$ cat src/rtl/alu_issue_unit_if.sv
// Command, ALU-side and writeback signals of alu_issue_unit, grouped into one bundle.
// The master side is the controller/bench that also hosts the combinational ALU.
interface alu_issue_unit_if #(
  parameter int data_width = 16,
  parameter int addr_width = 2
);
  logic                  cmd_valid;
  logic                  cmd_ready;
  logic [3:0]            cmd_func;
  logic [addr_width-1:0] cmd_rd;
  logic [addr_width-1:0] cmd_rs;
  logic [addr_width-1:0] cmd_rt;
  logic                  cmd_imm_sel;
  logic [data_width-1:0] cmd_imm;

  logic [data_width-1:0] alu_A;
  logic [data_width-1:0] alu_B;
  logic [3:0]            alu_FuncCode;
  logic [data_width-1:0] alu_C;
  logic                  alu_OverflowFlag;

  logic                  wb_valid;
  logic [addr_width-1:0] wb_rd;
  logic [data_width-1:0] wb_data;
  logic                  wb_overflow;
  logic                  sticky_overflow;
  logic                  clear_sticky;

  logic [addr_width-1:0] dbg_addr;
  logic [data_width-1:0] dbg_data;

  modport master (
    output cmd_valid, cmd_func, cmd_rd, cmd_rs, cmd_rt, cmd_imm_sel, cmd_imm,
    output alu_C, alu_OverflowFlag, clear_sticky, dbg_addr,
    input  cmd_ready, alu_A, alu_B, alu_FuncCode,
    input  wb_valid, wb_rd, wb_data, wb_overflow, sticky_overflow, dbg_data
  );

  modport slave (
    input  cmd_valid, cmd_func, cmd_rd, cmd_rs, cmd_rt, cmd_imm_sel, cmd_imm,
    input  alu_C, alu_OverflowFlag, clear_sticky, dbg_addr,
    output cmd_ready, alu_A, alu_B, alu_FuncCode,
    output wb_valid, wb_rd, wb_data, wb_overflow, sticky_overflow, dbg_data
  );
endinterface

$ cat src/rtl/alu_issue_unit.sv
// Issue/writeback stage around the combinational ALU: reads operands from a small
// register file, lets the ALU settle for one cycle, then writes the result back.
module alu_issue_unit #(
  parameter int data_width = 16,
  parameter int reg_count  = 4,
  parameter int addr_width = 2
) (
  input  logic              clk,
  input  logic              reset,
  alu_issue_unit_if.slave   bus
);

  typedef enum logic [1:0] {
    IDLE = 2'd0,
    EXEC = 2'd1,
    WB   = 2'd2
  } stateT;

  stateT                 state;
  stateT                 nextState;
  logic [data_width-1:0] regFile [reg_count];
  logic [addr_width-1:0] rdLatch;
  logic                  accept;
  logic                  isArith;
  logic                  ovMasked;

  assign accept   = (state == IDLE) && bus.cmd_valid;
  // Only ADD/SUB produce a meaningful flag; other codes may leave a stale one.
  assign isArith  = (bus.alu_FuncCode[3:1] == 3'b000);
  assign ovMasked = isArith && bus.alu_OverflowFlag;
  assign bus.dbg_data = regFile[bus.dbg_addr];

  always_ff @(posedge clk or posedge reset) begin
    if (reset) begin
      state <= IDLE;
    end else begin
      state <= nextState;
    end
  end

  always_comb begin
    nextState     = state;
    bus.cmd_ready = 1'b0;
    case (state)
      IDLE: begin
        bus.cmd_ready = 1'b1;
        if (bus.cmd_valid) begin
          nextState = EXEC;
        end
      end
      EXEC:    nextState = WB;
      WB:      nextState = IDLE;
      default: nextState = IDLE;
    endcase
  end

  // Operand capture at accept, result writeback at the end of EXEC.
  always_ff @(posedge clk or posedge reset) begin
    if (reset) begin
      for (int i = 0; i < reg_count; i++) begin
        regFile[i] <= '0;
      end
      rdLatch          <= '0;
      bus.alu_A        <= '0;
      bus.alu_B        <= '0;
      bus.alu_FuncCode <= '0;
      bus.wb_valid     <= 1'b0;
      bus.wb_rd        <= '0;
      bus.wb_data      <= '0;
      bus.wb_overflow  <= 1'b0;
    end else begin
      if (accept) begin
        bus.alu_A        <= regFile[bus.cmd_rs];
        bus.alu_B        <= bus.cmd_imm_sel ? bus.cmd_imm : regFile[bus.cmd_rt];
        bus.alu_FuncCode <= bus.cmd_func;
        rdLatch          <= bus.cmd_rd;
      end
      bus.wb_valid <= (state == EXEC);
      if (state == EXEC) begin
        regFile[rdLatch] <= bus.alu_C;
        bus.wb_rd        <= rdLatch;
        bus.wb_data      <= bus.alu_C;
        bus.wb_overflow  <= ovMasked;
      end
    end
  end

  // A new overflow takes priority over a clear arriving on the same edge.
  always_ff @(posedge clk or posedge reset) begin
    if (reset) begin
      bus.sticky_overflow <= 1'b0;
    end else if ((state == EXEC) && ovMasked) begin
      bus.sticky_overflow <= 1'b1;
    end else if (bus.clear_sticky) begin
      bus.sticky_overflow <= 1'b0;
    end
  end

endmodule

$ cat src/flat_wrapper.sv
// flat-port wrapper written by rule: the top's interface ports become plain ports
module alu_issue_unit_flat 
#(
  parameter int data_width = 16,
  parameter int reg_count  = 4,
  parameter int addr_width = 2
)
  (clk, reset, bus_cmd_valid, bus_cmd_func, bus_cmd_rd, bus_cmd_rs, bus_cmd_rt, bus_cmd_imm_sel, bus_cmd_imm, bus_alu_C, bus_alu_OverflowFlag, bus_clear_sticky, bus_dbg_addr, bus_cmd_ready, bus_alu_A, bus_alu_B, bus_alu_FuncCode, bus_wb_valid, bus_wb_rd, bus_wb_data, bus_wb_overflow, bus_sticky_overflow, bus_dbg_data);
  alu_issue_unit_if #(.data_width(data_width), .addr_width(addr_width)) bus_i ();
  input  logic clk;
  input  logic reset;
  input wire logic [$bits(bus_i.cmd_valid)-1:0] bus_cmd_valid;
  input wire logic [$bits(bus_i.cmd_func)-1:0] bus_cmd_func;
  input wire logic [$bits(bus_i.cmd_rd)-1:0] bus_cmd_rd;
  input wire logic [$bits(bus_i.cmd_rs)-1:0] bus_cmd_rs;
  input wire logic [$bits(bus_i.cmd_rt)-1:0] bus_cmd_rt;
  input wire logic [$bits(bus_i.cmd_imm_sel)-1:0] bus_cmd_imm_sel;
  input wire logic [$bits(bus_i.cmd_imm)-1:0] bus_cmd_imm;
  input wire logic [$bits(bus_i.alu_C)-1:0] bus_alu_C;
  input wire logic [$bits(bus_i.alu_OverflowFlag)-1:0] bus_alu_OverflowFlag;
  input wire logic [$bits(bus_i.clear_sticky)-1:0] bus_clear_sticky;
  input wire logic [$bits(bus_i.dbg_addr)-1:0] bus_dbg_addr;
  output wire logic [$bits(bus_i.cmd_ready)-1:0] bus_cmd_ready;
  output wire logic [$bits(bus_i.alu_A)-1:0] bus_alu_A;
  output wire logic [$bits(bus_i.alu_B)-1:0] bus_alu_B;
  output wire logic [$bits(bus_i.alu_FuncCode)-1:0] bus_alu_FuncCode;
  output wire logic [$bits(bus_i.wb_valid)-1:0] bus_wb_valid;
  output wire logic [$bits(bus_i.wb_rd)-1:0] bus_wb_rd;
  output wire logic [$bits(bus_i.wb_data)-1:0] bus_wb_data;
  output wire logic [$bits(bus_i.wb_overflow)-1:0] bus_wb_overflow;
  output wire logic [$bits(bus_i.sticky_overflow)-1:0] bus_sticky_overflow;
  output wire logic [$bits(bus_i.dbg_data)-1:0] bus_dbg_data;
  assign bus_i.cmd_valid = bus_cmd_valid;
  assign bus_i.cmd_func = bus_cmd_func;
  assign bus_i.cmd_rd = bus_cmd_rd;
  assign bus_i.cmd_rs = bus_cmd_rs;
  assign bus_i.cmd_rt = bus_cmd_rt;
  assign bus_i.cmd_imm_sel = bus_cmd_imm_sel;
  assign bus_i.cmd_imm = bus_cmd_imm;
  assign bus_i.alu_C = bus_alu_C;
  assign bus_i.alu_OverflowFlag = bus_alu_OverflowFlag;
  assign bus_i.clear_sticky = bus_clear_sticky;
  assign bus_i.dbg_addr = bus_dbg_addr;
  assign bus_cmd_ready = bus_i.cmd_ready;
  assign bus_alu_A = bus_i.alu_A;
  assign bus_alu_B = bus_i.alu_B;
  assign bus_alu_FuncCode = bus_i.alu_FuncCode;
  assign bus_wb_valid = bus_i.wb_valid;
  assign bus_wb_rd = bus_i.wb_rd;
  assign bus_wb_data = bus_i.wb_data;
  assign bus_wb_overflow = bus_i.wb_overflow;
  assign bus_sticky_overflow = bus_i.sticky_overflow;
  assign bus_dbg_data = bus_i.dbg_data;
  alu_issue_unit #(.data_width(data_width), .reg_count(reg_count), .addr_width(addr_width)) u_core (.clk(clk), .reset(reset), .bus(bus_i));
endmodule
$ cat config.mk
export PLATFORM = sky130hd
export DESIGN_NAME = alu_issue_unit_flat
export DESIGN_NICKNAME = d
export VERILOG_FILES = /design/src/rtl/alu_issue_unit_if.sv /design/src/rtl/alu_issue_unit.sv /design/src/flat_wrapper.sv
export SDC_FILE = /design/constraint.sdc
export NUM_CORES = 1
export LEC_CHECK = 0
export ABC_CLOCK_PERIOD_IN_PS = 7300
export CAP_MARGIN = 20
export CORE_ASPECT_RATIO = 0.6
export CORE_UTILIZATION = 31
export DETAILED_ROUTE_END_ITERATION = 10
export PLACE_DENSITY_LB_ADDON = 0.15
export REMOVE_ABC_BUFFERS = 1
export SYNTH_ARGS = -nofsm -noshare
export SYNTH_HDL_FRONTEND = slang
export SYNTH_SLANG_ARGS = --single-unit
$ cat constraint.sdc
create_clock -name clk -period 7.3 [get_ports clk]
set_input_delay 1.46 -clock clk [delete_from_list [all_inputs] [get_ports clk]]
set_output_delay 1.46 -clock clk [all_outputs]
set_load 0.01 [all_outputs]
# == Word-level counts from Yosys, hierarchy flattened ==
# Cells that the tools add are included.
# word_totals
register_bits,125
inputBits,50
output_inout_bits,74
elab_cells,50
# classes
order_cmp,5
eq_ne,2
mux,18
bitwise,4
n_reduce_logical,7
# op_table
operator,n
16-bit 2-to-1 mux,8
16-bit binary-select mux with 2-bit select,3
64-bit bitwise mux,1
16-bit demux with 2-bit select,1
3-bit greater-or-equal comparator (second input constant),4
2-bit inverter with 3-bit output,4
1-bit logical AND,4
2-bit one-hot mux with 2 select lines,1
3-bit zero test,1
3-bit by 1-bit less-than comparator with 1-bit output (second input constant),1
1-bit 2-to-1 mux,3
2-bit by 1-bit equality test with 1-bit output (second input constant),1
2-bit zero test,1
2-bit 2-to-1 mux,1
2-bit != test (second input constant),1
2-bit nonzero test,1

# == Longest topological paths before layout ==
# depth
word_depth,6
mapped_depth,7
depth_no_buf,4

# == Worst setup path after synthesis ==
# No wires, ideal clock.
# synth_timing
path_kind,input to output
from,in bus_dbg_addr[0]
to,out bus_dbg_data[0]
arrival_time_ns,2.548
required_ns,5.840
path_slack_ns,3.292
path_stages,3
path_buffers,2
cell_sequence,buf_2 > buf_2 > mux4_2
# synth_between
elab_chain_cells,4
# synth_lines
element,line_no,text
"start, declared",flat_wrapper.sv:22,input wire logic [$bits(bus_i.dbg_addr)-1:0] bus_dbg_addr;
2-bit inverter with 3-bit output (implied by the code),alu_issue_unit.sv:31,assign bus.dbg_data = regFile[bus.dbg_addr];
16-bit binary-select mux with 2-bit select,alu_issue_unit.sv:31,
16-bit 2-to-1 mux (implied by the code) (2 in series),alu_issue_unit.sv:31,
"end, declared",flat_wrapper.sv:32,output wire logic [$bits(bus_i.dbg_data)-1:0] bus_dbg_data;
# Every way passes these cells. The select of a mux whose other input is x is not followed.

# == Worst setup path after layout ==
# layout_timing
from,in bus_dbg_addr[1]
to,out bus_dbg_data[6]
# Same word-level chain as after synthesis.

==> run metrics <==
Pwr Density 406 nW/um2; most common cell after layout, fill and taps aside dfrtp_1; Reg power frac 38.2%; # IOs 124; fin cells just under 800; Highest Signal Layer met4; # Post-CTS Setup Buffers 0; setup tns final 0 ns; crit end category output port; Num CTS Buffers 17; DRT Wirelength between 15000 and 20000 um; total global-route track usage between 10% and 20%; synth unique cells 24; crit share post-route 69.7%; layout cell share with drive strength beyond 1 slightly above 30%; CP Class in -> out; combinational group share of total power 34.6%; wire per inst 20.7 um; clk_lat worst skew 0.42 ns; Slew @ Worst Pin between 1 and 1.5 ns; Critical Path RT 5.84 ns; worst setup margin 2.21 ns; skew final 0.0168 ns; post-synthesis cell area 6030 um2; placed insts 750; Final Setup Violations 0; CTS Root Cell clkbuf_16; Seq cells post-synth 125; H-Tree Depth 4; Slew HR between 20% and 30%; gpl congestion 0.692; met1 WL 8040 um; # fillers 1754; vias per cell 5.08; TritonCTS clock tree built; Hold/Removal Path Class reg -> reg; Hold Buf Count CTS 0; largest net degree at the start of global routing 68; Core Util, Final 42.4%; Bufs on Longest Clock Path 2; CP Launch Type primary input; final instance area 8060 um2; ANT nets after route 0; Async S/R FF share, synth 100%; RSZ-0062 raised after global routing false; outcome finished with violations; pre-CTS setup slack 2.21 ns; Area Growth Syn to Fin 33.6%; grt total ovfl 0; maximum vdd ir drop ~140 uV; most frequent cells in the layout dfrtp_1 (125), clkdlybuf4s50_1 (121), mux2_2 (86); clk slew on worst S/H paths 0.06 ns; port bufs 123; diode count 0; CP Max Fanout 16; hpwl dp 9890 um; Post-synth EDFFs 0; sequential-to-total area share from yosys stat 51.8%; FF/Latch Area ~3100 um2; P_sw roughly 0.96 mW; die area 20000 um2; Pins Over Slew Limit 0; Final #Nets 574; Core ar. 19000 um2; row count 39; placed cell areas 7420 um2; Sink Count 125; Iter 0 DRT Violations 288; post_cts resized 0; Max Cap Violations 0; Starting Density between 30% and 40%; number of detailed-route iterations in the first pass 7; P_int 2.32 mW; cell count after synthesis 407; routed wl met3 962 um; Clock power frac 27.3%; Synth Area per Inst 14.8 um2; Synth Flop Type dfrtp_1; initial antenna violation count 0; WL met2 6930 um; failing checks DRC; Syn. warnings 0; fin crit period 5.09 ns; total area of multi-input combinational cells 2710 um2; Hold Fails Final Rpt 0; overall die height about 110 um; Switching Share 29.2%; Crit path arrival time between 3 and 4 ns; via count 3976; leakage ~3.4 nW; vias in the first global route 4086; drc violations 2; maximum clock frequency 0.197 GHz; Die W 182 um; first-pass GRT wire length 25000 um
## area by class of cell
cell class,instances,area share (%)
Tap cell,246,3.82
Sequential cell,125,38.8
Clock inverter,10,1.68
Clock buffer,22,6.13
Multi-Input combinational cell,248,33.6
Timing Repair Buffer,128,15.7
Inverter,4,0.248
## power by group through the flow
stage | Clock [mW] | Sequential (mW) | Combinational, mW
3_5_place_dp | 0 | 1.25 | 1.14
2_1_floorplan | 0 | 1.23 | 0.598
6_report | 0.892 | 1.25 | 1.13
4_1_cts | 0.915 | 1.25 | 1.15
3_3_place_gp | 0 | 1.24 | 1.12
5_1_grt | 0.949 | 1.30 | 1.22
## path summary, 6_finish.rpt
| path | slack [ns] | from | cells after the start | end |
|---|---|---|---|---|
| min in group asynchronous | 1.49 | reset | 2 | u_core.bus.alu_A[14]$_DFFE_PP0P_ |
| hold reg to reg | 0.48 | u_core.bus.wb_data[5]$_DFFE_PP0P_ | 2 | u_core.bus.wb_data[5]$_DFFE_PP0P_ |
| max in group asynchronous | 4.48 | reset | 3 | u_core.regFile[48]$_DFFE_PP0P_ |
| setup reg to reg | 4.50 | u_core.state[1]$_DFFE_PP0P_ | 4 | u_core.regFile[5]$_DFFE_PP0P_ |
| setup / recovery | 2.21 | bus_dbg_addr[1] | 3 | bus_dbg_data[6] |
| hold / removal | 0.48 | u_core.bus.wb_data[5]$_DFFE_PP0P_ | 2 | u_core.bus.wb_data[5]$_DFFE_PP0P_ |
## critical path: stages
cell	delay (ns)
clkdlybuf4s50_1	1.20
mux4_2	0.41
clkdlybuf4s50_1	0.54
## per-layer routing
| layer | GRT usage, % | vias up |
|---|---|---|
| met5 | 0 | - |
| met4 | 6.90 | 0 |
| met3 | 4.47 | 24 |
| met2 | 24.1 | 138 |
| met1 | 25.5 | 2070 |
| li1 | - | 1744 |
## state kept, by name, summed over array words and instances, names as in the netlist
signal and cells:
u_core.rdLatch 2, u_core.bus.wb_data 16, u_core.bus.alu_A 16, u_core.regFile 64
u_core.state 2, u_core.bus.alu_FuncCode 4, u_core.bus.sticky_overflow 1, u_core.bus.alu_B 16
u_core.bus.wb_rd 2, u_core.bus.wb_overflow 1, u_core.bus.wb_valid 1
## cell families (layout without fill, tap and decap cells)
group                  count (synthesis)  after routing  synth area share, %
multiplexers                         150            150                 37.5
flip-flops                           125            125                 51.8
AND/OR/NAND/NOR                       81             81                 5.89
buffers and inverters                 34            164                 3.36
AO/OA/AOI/OAI                         17             17                 1.41
## metrics by stage
step / power [mW] / hold WS, ns
after floorplan: 1.83 / 0.506
after global placement: 2.36 / 0.458
after detailed placement: 2.40 / 0.466
after CTS: 3.31 / 0.482
after global routing: 3.47 / 0.502
final: 3.27 / 0.478
## synth_stat cells, types with 2 or more instances
master,count,area [um2]
buf_1,3,11.3
mux2_2,86,968
dfrtp_1,125,3130
buf_4,2,15.0
mux4_1,14,368
inv_1,3,11.3
clkbuf_1,6,22.5
a21oi_1,16,80.1
nand2_1,56,210
buf_6,7,78.8
mux2i_1,16,160
mux4_2,34,766
buf_2,12,60.1
nor2_1,17,63.8
Note: power is estimated with default switching activity, not from simulation.
